$ cat config.mk
export PLATFORM = sky130hd
export DESIGN_NAME = controlador_semaforos
export DESIGN_NICKNAME = d
export VERILOG_FILES = /design/src/rtl/controlador_semaforos_pkg.sv /design/src/rtl/controlador_semaforos_temporizador.sv /design/src/rtl/controlador_semaforos.sv
export SDC_FILE = /design/constraint.sdc
export NUM_CORES = 1
export LEC_CHECK = 0
export CORE_UTILIZATION = 52
export CTS_CLUSTER_DIAMETER = 100
export DETAILED_ROUTE_END_ITERATION = 10
export PLACE_DENSITY = 0.77
export SLEW_MARGIN = 0
export SYNTH_ARGS = -nofsm -noshare
export SYNTH_HDL_FRONTEND = slang
export SYNTH_SLANG_ARGS = --single-unit
$ cat constraint.sdc
create_clock -name clk -period 2.25 [get_ports clk]
set_input_delay 0.5625 -clock clk [delete_from_list [all_inputs] [get_ports clk]]
set_output_delay 0.5625 -clock clk [all_outputs]
set_load 0.02 [all_outputs]
$ cat src/rtl/controlador_semaforos_pkg.sv
// Shared definitions for the two-way crossing sequencer:
// light codes, FSM state codes and the phase timing defaults.
package controlador_semaforos_pkg;

    localparam logic [1:0] VERDE    = 2'b10;
    localparam logic [1:0] AMARILLO = 2'b01;
    localparam logic [1:0] ROJO     = 2'b00;

    localparam int T_VERDE_A_DEF   = 4;
    localparam int T_AMARILLO_DEF  = 2;
    localparam int T_TODO_ROJO_DEF = 1;
    localparam int T_VERDE_B_DEF   = 3;
    localparam int CNT_W_DEF       = 8;

    typedef enum logic [2:0] {
        A_VERDE = 3'd0,
        A_AMAR  = 3'd1,
        ROJO_AB = 3'd2,
        B_VERDE = 3'd3,
        B_AMAR  = 3'd4,
        ROJO_BA = 3'd5
    } estado_t;

    typedef struct packed {
        logic [1:0] luz_a;
        logic [1:0] luz_b;
    } luces_t;

    function automatic luces_t decodificar(input estado_t s);
        luces_t l;
        l.luz_a = ROJO;
        l.luz_b = ROJO;
        case (s)
            A_VERDE: l.luz_a = VERDE;
            A_AMAR:  l.luz_a = AMARILLO;
            B_VERDE: l.luz_b = VERDE;
            B_AMAR:  l.luz_b = AMARILLO;
            default: begin
                l.luz_a = ROJO;
                l.luz_b = ROJO;
            end
        endcase
        return l;
    endfunction

endpackage

$ cat src/rtl/controlador_semaforos_temporizador.sv
// Phase counter: clr zeroes it regardless of enb,
// otherwise counts while enb and saturates at all-ones.
module temporizador_fase
    import controlador_semaforos_pkg::*;
#(
    parameter int CNT_W = CNT_W_DEF
) (
    input  logic             clk,
    input  logic             reset,
    input  logic             enb,
    input  logic             clr,
    output logic [CNT_W-1:0] cnt
);

    always_ff @(posedge clk) begin
        if (reset || clr) begin
            cnt <= '0;
        end else if (enb && (cnt != {CNT_W{1'b1}})) begin
            cnt <= cnt + 1'b1;
        end
    end

endmodule

$ cat src/rtl/controlador_semaforos.sv
// Two-way crossing sequencer: A green by default, a latched
// request runs one A->B->A cycle with yellow and all-red phases.
module controlador_semaforos
    import controlador_semaforos_pkg::*;
#(
    parameter int T_VERDE_A   = T_VERDE_A_DEF,
    parameter int T_AMARILLO  = T_AMARILLO_DEF,
    parameter int T_TODO_ROJO = T_TODO_ROJO_DEF,
    parameter int T_VERDE_B   = T_VERDE_B_DEF,
    parameter int CNT_W       = CNT_W_DEF
) (
    input  logic       clk,
    input  logic       reset,
    input  logic       enb,
    input  logic       sensor_B,
    input  logic       boton_A,
    output logic [1:0] semaforo_A,
    output logic [1:0] semaforo_B,
    output logic [2:0] estado
);

    localparam logic [CNT_W-1:0] LIM_VA = CNT_W'(T_VERDE_A - 1);
    localparam logic [CNT_W-1:0] LIM_AM = CNT_W'(T_AMARILLO - 1);
    localparam logic [CNT_W-1:0] LIM_TR = CNT_W'(T_TODO_ROJO - 1);
    localparam logic [CNT_W-1:0] LIM_VB = CNT_W'(T_VERDE_B - 1);

    estado_t          state;
    estado_t          nxt;
    logic             pend;
    logic             req;
    logic             salir;
    logic             min_ok;
    logic             cnt_enb;
    logic             clr;
    logic [CNT_W-1:0] cnt;
    luces_t           luces;

    assign req    = sensor_B | boton_A;
    assign min_ok = (cnt >= LIM_VA);

    always_comb begin
        salir = 1'b0;
        nxt   = state;
        case (state)
            A_VERDE: begin
                salir = min_ok && (pend || req);
                nxt   = A_AMAR;
            end
            A_AMAR: begin
                salir = (cnt == LIM_AM);
                nxt   = ROJO_AB;
            end
            ROJO_AB: begin
                salir = (cnt == LIM_TR);
                nxt   = B_VERDE;
            end
            B_VERDE: begin
                salir = (cnt == LIM_VB);
                nxt   = B_AMAR;
            end
            B_AMAR: begin
                salir = (cnt == LIM_AM);
                nxt   = ROJO_BA;
            end
            ROJO_BA: begin
                salir = (cnt == LIM_TR);
                nxt   = A_VERDE;
            end
            default: begin
                salir = 1'b1;
                nxt   = A_VERDE;
            end
        endcase
        if (!salir) begin
            nxt = state;
        end
    end

    // A-green holds its count once the minimum green is reached
    assign cnt_enb = enb && !(state == A_VERDE && min_ok);
    assign clr     = enb && salir;

    temporizador_fase #(
        .CNT_W (CNT_W)
    ) u_temporizador (
        .clk   (clk),
        .reset (reset),
        .enb   (cnt_enb),
        .clr   (clr),
        .cnt   (cnt)
    );

    always_ff @(posedge clk) begin
        if (reset) begin
            state <= A_VERDE;
        end else if (enb) begin
            state <= nxt;
        end
    end

    // Clearing on entry to B green beats a same-cycle request
    always_ff @(posedge clk) begin
        if (reset) begin
            pend <= 1'b0;
        end else if (enb) begin
            if (state == ROJO_AB && salir) begin
                pend <= 1'b0;
            end else if (state != B_VERDE && req) begin
                pend <= 1'b1;
            end
        end
    end

    assign luces      = decodificar(state);
    assign semaforo_A = luces.luz_a;
    assign semaforo_B = luces.luz_b;
    assign estado     = state;

endmodule

# ---- Word-level counts from Yosys, hierarchy flattened
# Cells that the tools add are included.
dict set report totals {
  ff_bits 12
  inputBits 5
  out_inout_bits 7
}
dict set report classes {
  n_addsub 1
  magnitude_cmp 1
  n_eq_ne 9
  mux 6
  bitwise 1
  reduce_logical 17
}
# op n
set op_table {}
lappend op_table {{3-bit case mux with 5 select lines} 1}
lappend op_table {{8-bit by 1-bit adder with 8-bit output, second input constant} 1}
lappend op_table {{8-bit by 1-bit equality test with 1-bit output, second input constant} 1}
lappend op_table {{8-bit by 2-bit equality test with 1-bit output, second input constant} 1}
lappend op_table {{8-bit by 2-bit greater-or-equal comparator with 1-bit output, second input constant} 1}
lappend op_table {{8-bit logical NOT} 1}
lappend op_table {{8-bit inequality test, second input constant} 1}
lappend op_table {{2-bit case mux with 2 select lines} 2}
lappend op_table {{1-bit logical AND} 7}
lappend op_table {{3-bit by 2-bit equality test with 1-bit output, second input constant} 2}
lappend op_table {{3-bit equality test, second input constant} 2}
lappend op_table {{1-bit case mux with 4 select lines} 1}
lappend op_table {{2-bit AND reduction} 2}
lappend op_table {{2-bit OR reduction} 2}
lappend op_table {{3-bit by 1-bit equality test with 1-bit output, second input constant} 1}
lappend op_table {{3-bit logical NOT} 1}
lappend op_table {{3-bit by 2-bit inequality test with 1-bit output, second input constant} 1}
lappend op_table {{1-bit logical OR} 2}
lappend op_table {{1-bit two-way mux} 2}
lappend op_table {{2-bit nonzero test} 1}
lappend op_table {{1-bit logical NOT} 1}
lappend op_table {{1-bit OR} 1}

# ---- Depth between registers and ports, before layout
# Gate-level depths: netlist of the first run.
dict set report depth {
  ltp_word 7
  mapped_depth 8
  depth_no_buf 7
}

# ---- Cells and area by module
# A second synthesis of the first run with hierarchy kept.
dict set report hier_totals {
  hier_cells 89
  area_unflattened_um2 760.7
}
# mod instances cells_each area_per_inst_um2 seq_area_each_um2
set by_module_without_submodules {}
lappend by_module_without_submodules {temporizador_fase 1 48 421.7 160.2}
lappend by_module_without_submodules {controlador_semaforos 1 41 339.1 80.1}

# ---- Worst setup path after synthesis of the first run
# OpenSTA, ideal clock, no wires.
dict set report synth_path {
  path_type {reg-to-output}
  start {reg state[0] (netlist: estado[0])}
  end {out semaforo_A[0]}
  t_arrival_ns 1.345
  required_ns 1.688
  slack_ns 0.342
  stages_incl_launch_ff 3
  path_buffers 1
  cell_sequence {dfxtp_1 > clkbuf_1 > nor3b_1}
}
dict set report synth_between {
  elab_chain_cells 2
  word_cells_on_any_way 3
  classes_between {eq/ne: 1; mux: 1; reduce/logical: 1}
}
# element line
set synth_rtl {}
lappend synth_rtl {{start, declared} controlador_semaforos.sv:27} ;# estado_t state;
lappend synth_rtl {{start signal, assigned} controlador_semaforos.sv:97} ;# state <= nxt;
lappend synth_rtl {{3-bit by 1-bit equality test with 1-bit output / 3-bit logical NOT (equally long branches)} controlador_semaforos_pkg.sv:33} ;# case (s)
lappend synth_rtl {{2-bit case mux with 2 select lines *} controlador_semaforos_pkg.sv:33}
lappend synth_rtl {{end, declared} controlador_semaforos.sv:17} ;# output logic [1:0] semaforo_A,
# Every way passes the cells marked *; elsewhere a longest branch is shown, timed or not.

# ---- Final worst setup path of the first run
dict set report layout_path {
  start {reg state[1] (netlist: estado[1])}
  end {out semaforo_B[0]}
}
dict set report layout_between {
  elab_chain_cells 2
  word_cells_on_any_way 3
  classes_between {eq/ne: 2; mux: 1}
}
# element line
set layout_rtl {}
lappend layout_rtl {{3-bit equality test / 3-bit by 2-bit equality test with 1-bit output (equally long branches)} controlador_semaforos_pkg.sv:33}
lappend layout_rtl {{2-bit case mux with 2 select lines *} controlador_semaforos_pkg.sv:33}
lappend layout_rtl {{end, declared} controlador_semaforos.sv:18} ;# output logic [1:0] semaforo_B,
# Marks and branches as above.

==> metrics.txt, run 1 <==
Tcrit/Tclk final=97.9%; FMAX=454 MHz; Worst Path Max Fanout=8; Crit-path slowest cell=clkdlybuf4s50_1; fillers=128; crit path cell chain=buf_4 -> nor3b_1 -> clkdlybuf4s50_1; MaxCap Viol Count=0; clock root buffer=clkbuf_4; Core Region=1510 um2; Setup crit end kind=output pin; Power per Cell Area=498 nW/um2; commonest non-fill, non-tap cells in the layout=nand2_1 (10), clkdlybuf4s50_1 (9), dfxtp_1 (9); Initial Util=55.4%; critical path's top delay family=buffers and inverters; vias in the first global route=629; Setup crit start kind=flip-flop; routed vias/inst=6.05; Final Max Tran Viols=0; Final Critical Period=2.20 ns; CTS sink cnt=12; Syn Std Cell Area=835 um2; GRT Total Usage=20.6%; Worst R2R Setup Slack=0.36 ns; Required @ worst endpoint=1.69 ns; Power Total=502 uW; synth warn=0; ANT nets after route=0; Worst VDD drop=351 uV; routed len/inst=13.7 um; Hold Buf Count CTS=0; # diodes=0; Clock Skew=0.00159 ns; Die ar.=1770 um2; DR iter-0 viols=20; Final Worst Setup Slack=0.0465 ns; final HPWL from detailed placement=1270 um; area grow syn2layout=20.8%; Setup Crit Path Kind=flip-flop to output pin; input/output buffers=11; I/O Pins=12; unrepaired setup endpoints after global routing=false; commonest non-fill, non-tap cell in the layout=nand2_1; Worst Hold Endpoint=estado[0]$_SDFFE_PP0P_; CTS tree=done; outcome=completed; worst hold path class=flip-flop to flip-flop; Final TNS setup=0 ns; Arrival @ worst endpoint=1.64 ns; hold depth=2; clock buffer depth=2; Setup-failing EPs final=0; clock buffer count from CTS=3; Syn Inst Count=101; Reg clk slew, reported paths=0.08 ns; initial antenna violation count=0; Final Wtd Congestion=0.817; Skew-Pair Late Insertion Delay=0.28 ns; Placed Area=963 um2; grt ovf=0; syn nets=108; Pleak=0.365 nW; Seq/Total Area, Yosys=28.8%; Placement Setup Slack=0.0171 ns; min-delay src=estado[0]$_SDFFE_PP0P_; largest net degree at the start of global routing=14; via count=792; Worst Path Buf+Inv=2; FF-to-FF Start=u_temporizador.cnt[0]$_SDFFE_PP0P_; Final Net Count=123; first-pass GRT wire length=2820 um; Netlist cell types=43; height of the die=42.1 um; final WL=1800 um; H-tree depth=1; R2R cell count=6; DRC Markers=0; crit-path max cell delay=0.64 ns; DIE WIDTH=42.1 um; Post-Syn Area per Cell=8.26 um2; Worst-Margin Slew=0.427 ns; max_slew headroom=71.1%; layout cells sized above 1=19.1%; endpoints failing hold=0; Hold WS=0.539 ns; R2R Path End=u_temporizador.cnt[5]$_SDFFE_PP0P_; #FFs+latches synth=12; DR pass1 iterations=4; post-route design area=1010 um2; Cell Rows=14
[Yosys cell counts (all sizes together)]
library cell,instances,share of area (%)
a211o,1,1.0
a21oi,5,3.4
a31oi,1,0.75
a32oi,1,1.9
a41oi,1,1.0
and2,3,2.7
and4,1,1.2
buf,3,3.3
clkbuf,3,1.3
dfxtp,12,29
ha,2,3.0
inv,7,3.1
mux2i,1,1.2
nand2,10,4.5
nand2b,2,1.5
nand3,6,3.6
nand3b,2,1.8
nand4,5,3.7
nand4bb,1,1.3
nor2,8,3.6
nor2b,1,0.75
nor3,1,0.60
nor3b,3,2.7
nor4,2,3.3
nor4b,1,1.8
nor4bb,1,1.2
o211ai,1,0.90
o21a,1,0.90
o21ai,3,1.8
o311ai,1,1.0
o31a,1,1.0
o31ai,2,1.8
or3,1,1.3
or4,1,1.3
or4b,1,1.2
xnor2,4,4.2
xor2,1,1.0
[state kept, by name (all words and copies together) (netlist names)]
register,cells
u_temporizador.cnt,8
pend,1
estado,3
[worst reg2reg max path, cell delays in order (launching register included)]
cell and delay, ns:
dfxtp_1 0.39, ha_1 0.27, nor4b_2 0.27, a32oi_2 0.10
and2_4 0.19, or4_4 0.47, a21oi_2 0.13
[layout make-up]
type                            instances  area [um2]  share of cell area [%]
Timing Repair Buffer                   16         145                    14.4
Clock buffer                            4        36.3                    3.60
Multi-Input combinational cell         76         537                    53.2
Sequential cell                        12         244                    24.2
Tap cell                               16        20.0                    1.99
Inverter                                7        26.3                    2.61
[cell families after synthesis]
kind of cell | Yosys count | share of synthesized area [%]
buffers and inverters | 13 | 7.80
and+or+nand+nor | 50 | 38.2
AOI/OAI and AO/OA | 18 | 15.7
DFF | 12 | 28.8
muxes | 1 | 1.20
adders and majority gates | 2 | 3.00
xor gates and xnor gates | 5 | 5.25
[how the worst max path moves through the flow]
stage | start | end | cells past startpoint
floorplan | estado[0]$_SDFFE_PP0P_ | semaforo_A[0] | 2
detailed placement | enb | u_temporizador.cnt[5]$_SDFFE_PP0P_ | 6
finish | estado[1]$_SDFFE_PP0P_ | semaforo_B[0] | 3
global placement | enb | u_temporizador.cnt[5]$_SDFFE_PP0P_ | 6
CTS | estado[1]$_SDFFE_PP0P_ | semaforo_B[1] | 4
global route | estado[1]$_SDFFE_PP0P_ | semaforo_B[1] | 4
[metrics by stage]
stage                     instances  utilization [%]
after floorplan                 101                -
final                           131             66.9
after detailed placement        127             64.0
after global routing            131             66.9
after global placement          127             64.0
after CTS                       131             66.4
[metal layers]
metal | GRT usage [%] | share of wire [%] | vias up
li1 | - | - | 396
met1 | 31.2 | 49 | 360
met2 | 29.7 | 44 | 29
met3 | 2.59 | 5.4 | 7
met4 | 7.50 | 2.0 | 0
met5 | 0 | 0 | -
[power by group]
group	switching [mW]	internal (mW)	total [mW]
clock network	0.0766	0.0985	0.175
logic	0.0449	0.0464	0.0913
registers	0.0152	0.221	0.236
[what timing repair did]
action                                  4_1_cts  5_1_grt
endpoints found under the hold margin         0        0
buffers inserted                              0        0
endpoints found under the setup margin        3        1
resized for setup                             4        3
No activity file was read; power rests on OpenSTA's default activity.
==> run 2, diff against run 1 <==
--- a/config.mk
+++ b/config.mk
@@ -5,10 +5,10 @@
 export SDC_FILE = /design/constraint.sdc
 export NUM_CORES = 1
 export LEC_CHECK = 0
-export CORE_UTILIZATION = 52
+export CORE_UTILIZATION = 45
 export CTS_CLUSTER_DIAMETER = 100
 export DETAILED_ROUTE_END_ITERATION = 10
-export PLACE_DENSITY = 0.77
+export PLACE_DENSITY = 0.68
 export SLEW_MARGIN = 0
 export SYNTH_ARGS = -nofsm -noshare
 export SYNTH_HDL_FRONTEND = slang
==> run 2 against run 1 <==
Compared with the run above: sequential cell count did not move; clock power about the same; critical path depth unchanged; combinational power is 0.5% higher; maximum frequency increased by 1.8%; hold slack lost 0.018 ns; cell count is 7.6% higher; sequential power about the same; highest routed layer unchanged; clock-buffer cell count unchanged.
==> metrics.txt, run 2 (synthesis results as in run 1) <==
outcome=completed; Hold Buf Count CTS=0; CTS sink cnt=12; Largest register FFs=8; Clock Skew=0.00201 ns; MaxCap Viol Count=0; Worst-Margin Slew=0.457 ns; grt met3 use=4.80%; # Post-CTS Setup Buffers=0; Reg clk slew, reported paths=0.08 ns; crit path cell chain=buf_4 -> nor3b_1 -> clkdlybuf4s50_1; FF-to-FF Start=u_temporizador.cnt[0]$_SDFFE_PP0P_; Worst Path Max Fanout=8; Core Region=1730 um2; largest net degree at the start of global routing=14; Cell Rows=15; FMAX=462 MHz; clock root buffer=clkbuf_4; DR pass1 iterations=4; CTS tree=done; clock buffer count from CTS=3; Placement Setup Slack=-0.0358 ns; Final Net Count=124; hold depth=2; Die ar.=2030 um2; GRT Total Usage=19.6%; R2R cell count=6; ANT nets after route=0; input/output buffers=11; endpoints failing hold=0; Final Wtd Congestion=0.789; Final Worst Setup Slack=0.0849 ns; layout cells sized above 1=18.1%; max_slew headroom=69.1%; commonest non-fill, non-tap cells in the layout=nand2_1 (10), dfxtp_1 (10), nor2_1 (8), clkdlybuf4s50_1 (8), inv_1 (7); Worst R2R Setup Slack=0.32 ns; Skew-Pair Late Insertion Delay=0.28 ns; DR iter-0 viols=13; vias in the first global route=672; DIE WIDTH=45.1 um; Setup crit end kind=output pin; height of the die=45.1 um; gr busiest metal=met2; I/O Pins=12; DRC Markers=0; Final Max Tran Viols=0; routed vias/inst=5.43; Top reg by flops=u_temporizador.cnt; fillers=167; Worst VDD drop=384 uV; Worst Hold Endpoint=estado[1]$_SDFFE_PP0P_; worst hold path class=flip-flop to flip-flop; crit-path max cell delay=0.63 ns; Setup-failing EPs final=0; unrepaired setup endpoints after global routing=false; Required @ worst endpoint=1.69 ns; via count=765; Arrival @ worst endpoint=1.60 ns; M2 GR Usage=30.7%; Reg area=243 um2; clock buffer depth=2; initial antenna violation count=0; Tcrit/Tclk final=96.2%; R2R Path End=u_temporizador.cnt[5]$_SDFFE_PP0P_; routed len/inst=12.7 um; min-delay src=estado[1]$_SDFFE_PP0P_; Final Critical Period=2.17 ns; Crit-path slowest cell=clkdlybuf4s50_1; final HPWL from detailed placement=1350 um; GRT met1 Usage=23.8%; # diodes=0; Setup crit start kind=flip-flop; Pleak=0.402 nW; first-pass GRT wire length=2820 um; area grow syn2layout=22.8%; area occupied by multi-input gates=529 um2; Power per Cell Area=491 nW/um2; H-tree depth=1; final design utilization=59.3%; Initial Util=48.3%; grt ovf=0; Setup Crit Path Kind=flip-flop to output pin; final WL=1790 um
[run 2: changes by cell type in the layout (fill, tap and decap cells not counted)]
cell	change
dlymetal6s2s_1	+2
buf_4	+1
clkdlybuf4s50_1	-1
dfxtp_1	+1
dfxtp_2	-1
dlygate4sd2_1	-1
nor2b_1	+1
nor2b_4	-1
[run 2: how the worst max path moves through the flow]
stage / to / start
after floorplan: semaforo_A[0] / estado[0]$_SDFFE_PP0P_
after global placement: u_temporizador.cnt[5]$_SDFFE_PP0P_ / enb
after detailed placement: u_temporizador.cnt[5]$_SDFFE_PP0P_ / enb
after CTS: semaforo_B[1] / estado[0]$_SDFFE_PP0P_
after global routing: semaforo_B[0] / estado[1]$_SDFFE_PP0P_
final: semaforo_B[0] / estado[1]$_SDFFE_PP0P_
[run 2: repair_timing]
item	CTS	global route
gates resized for setup	3	2
setup endpoints to repair	3	2
gates cloned	0	0
[run 2: per-stage QoR]
step | cell area (um2) | total power, mW | instances | setup TNS [ns] | hold WS [ns]
after CTS | 1020 | 0.508 | 141 | 0 | 0.518
final | 1020 | 0.503 | 141 | 0 | 0.521
after global routing | 1020 | 0.529 | 141 | 0 | 0.538
after floorplan | 835 | 0.301 | 101 | 0 | 0.509
after global placement | 982 | 0.331 | 137 | 0 | 0.551
after detailed placement | 982 | 0.334 | 137 | -0.0358 | 0.549
[run 2: critical path, delay by kind of cell, from the launching register on]
| kind | cells | cell delay [ns] |
|---|---|---|
| buffers and inverters | 2 | 0.79 |
| flip-flops | 1 | 0.36 |
| AND/OR/NAND/NOR | 1 | 0.17 |
[run 2: metal layers]
metal,up-vias,wire [um]
met5,-,0
met4,0,39
met3,5,45
met2,11,821
met1,353,885
li1,396,-
[run 2: final cells by class]
cell class                      instances  area share (%)
Clock buffer                            4            3.54
Inverter                                7            2.56
Timing Repair Buffer                   17            15.5
Sequential cell                        12            23.7
Tap cell                               25            3.05
Multi-Input combinational cell         76            51.6
[run 2: power by group]
group	switching [mW]	internal [mW]	leakage, nW
logic	0.0446	0.0472	0.282
registers	0.0150	0.220	0.0984
clock network	0.0777	0.0985	0.0210
total	0.137	0.366	0.402
==> run 3, diff against run 2 <==
--- a/config.mk
+++ b/config.mk
@@ -5,10 +5,11 @@
 export SDC_FILE = /design/constraint.sdc
 export NUM_CORES = 1
 export LEC_CHECK = 0
-export CORE_UTILIZATION = 45
-export CTS_CLUSTER_DIAMETER = 100
+export CORE_UTILIZATION = 50
+export CTS_CLUSTER_DIAMETER = 30
 export DETAILED_ROUTE_END_ITERATION = 10
-export PLACE_DENSITY = 0.68
+export MAX_ROUTING_LAYER = met4
+export PLACE_DENSITY = 0.74
 export SLEW_MARGIN = 0
 export SYNTH_ARGS = -nofsm -noshare
 export SYNTH_HDL_FRONTEND = slang
==> run 3 against run 2 <==
Compared with the run above: global-route usage rose by 2.6 points; first-iteration DRC count rose by 120%; non-clock buffer count fell by 1; critical path type unchanged; sequential cell count did not move; clock power barely moved; register-to-register slack improved by 0.04 ns; hold slack improved by 0.0051 ns.
==> metrics.txt, run 3 (synthesis results as in run 1) <==
Setup crit start kind=flip-flop; unrepaired setup endpoints after global routing=false; Hold Buf Count CTS=0; Core Region=1520 um2; outcome=completed; endpoints failing hold=0; Setup Crit Path Kind=flip-flop to output pin; DRC Markers=0; CTS tree=done; first-pass GRT wire length=3000 um; FMAX=461 MHz; Worst Path Max Fanout=8; Hold WS=0.526 ns; Initial Util=54.8%; Final TNS setup=0 ns; commonest non-fill, non-tap cells in the layout=nand2_1 (10), dfxtp_1 (9), nor2_1 (8), clkdlybuf4s50_1 (8), inv_1 (7); crit-path max cell delay=0.63 ns; Arrival @ worst endpoint=1.61 ns; routed len/inst=14.1 um; clock buffer depth=2; Top reg by flops=u_temporizador.cnt; hold depth=2; area grow syn2layout=20.7%; input/output buffers=11; DR pass1 iterations=4; Final Net Count=123; Reg clk slew, reported paths=0.08 ns; # Post-CTS Setup Buffers=0; H-tree depth=1; area occupied by multi-input gates=529 um2; final HPWL from detailed placement=1320 um; Required @ worst endpoint=1.69 ns; Clock Skew=0.00549 ns; Worst Path Buf+Inv=2; largest net degree at the start of global routing=14; Worst-Margin Slew=0.430 ns; Pleak=0.398 nW; # diodes=0; Worst VDD drop=341 uV; Die ar.=1840 um2; Largest register FFs=8; Skew-Pair Late Insertion Delay=0.28 ns; routed vias/inst=5.89; Reg area=244 um2; Setup-failing EPs final=0; I/O Pins=12; post-route design area=1010 um2; Final Max Tran Viols=0; Power per Cell Area=504 nW/um2; grt ovf=0; Final Critical Period=2.17 ns; Cell Rows=14; max_slew headroom=70.9%; ANT nets after route=0; MaxCap Viol Count=0; via count=771; clock buffer count from CTS=3; final design utilization=66.1%; layout cells sized above 1=18.3%; GRT Total Usage=22.2%; CTS sink cnt=12; height of the die=42.9 um; vias in the first global route=696; Setup crit end kind=output pin; commonest non-fill, non-tap cell in the layout=nand2_1; Crit-path slowest cell=clkdlybuf4s50_1; Tcrit/Tclk final=96.4%; final WL=1840 um; worst hold path class=flip-flop to flip-flop; DR iter-0 viols=29; crit path cell chain=buf_4 -> nor3b_1 -> clkdlybuf4s50_1; Final Wtd Congestion=0.776; critical path's top delay family=buffers and inverters; R2R cell count=6; initial antenna violation count=0; CP Depth=3; DIE WIDTH=42.9 um; fillers=134; clock root buffer=clkbuf_4; Placed Area=963 um2
==> run 3: layer usage <==
layer	part of all wire [%]	wire length [um]	GRT usage (%)
met3	2.8	52	2.55
met4	2.0	37	11.3
met5	0	0	-
met1	49	907	26.4
met2	46	847	36.7
==> run 3: metrics by stage <==
step	instances	setup slack (ns)	total power [mW]
6_report	131	0.0821	0.508
5_1_grt	131	0.00268	0.526
4_1_cts	131	0.0280	0.505
3_5_place_dp	127	0.0103	0.333
3_3_place_gp	127	0.0460	0.330
2_1_floorplan	101	0.342	0.301
==> run 3: worst paths after layout <==
kind / slack, ns / end / from
max: 0.08 / semaforo_B[0] / estado[1]$_SDFFE_PP0P_
min: 0.53 / estado[1]$_SDFFE_PP0P_ / estado[1]$_SDFFE_PP0P_
min reg2reg: 0.53 / estado[1]$_SDFFE_PP0P_ / estado[1]$_SDFFE_PP0P_
max reg2reg: 0.36 / u_temporizador.cnt[5]$_SDFFE_PP0P_ / u_temporizador.cnt[0]$_SDFFE_PP0P_
==> run 3: repair_timing <==
action,in CTS,in global routing
gates resized for setup,3,3
endpoints found under the setup margin,3,2
hold endpoints to repair,0,0
==> run 3: power breakdown <==
part	switching (mW)	internal, mW
Sequential	0.0165	0.221
Clock	0.0800	0.0986
Combinational	0.0458	0.0464
==> run 3: cell type report <==
class | instances | share of cell area [%]
clock buffer | 4 | 3.60
inverter | 7 | 2.61
timing repair buffer | 16 | 15.0
multi-input combinational | 76 | 52.5
sequential | 12 | 24.2
tap | 16 | 1.99
==> run 3: worst reg2reg max path, delay by kind of cell, from the launching register on <==
kind	cells	cell delay, ns
compound gates	2	0.23
fa+ha+maj	1	0.28
flops	1	0.41
simple gates	3	0.90
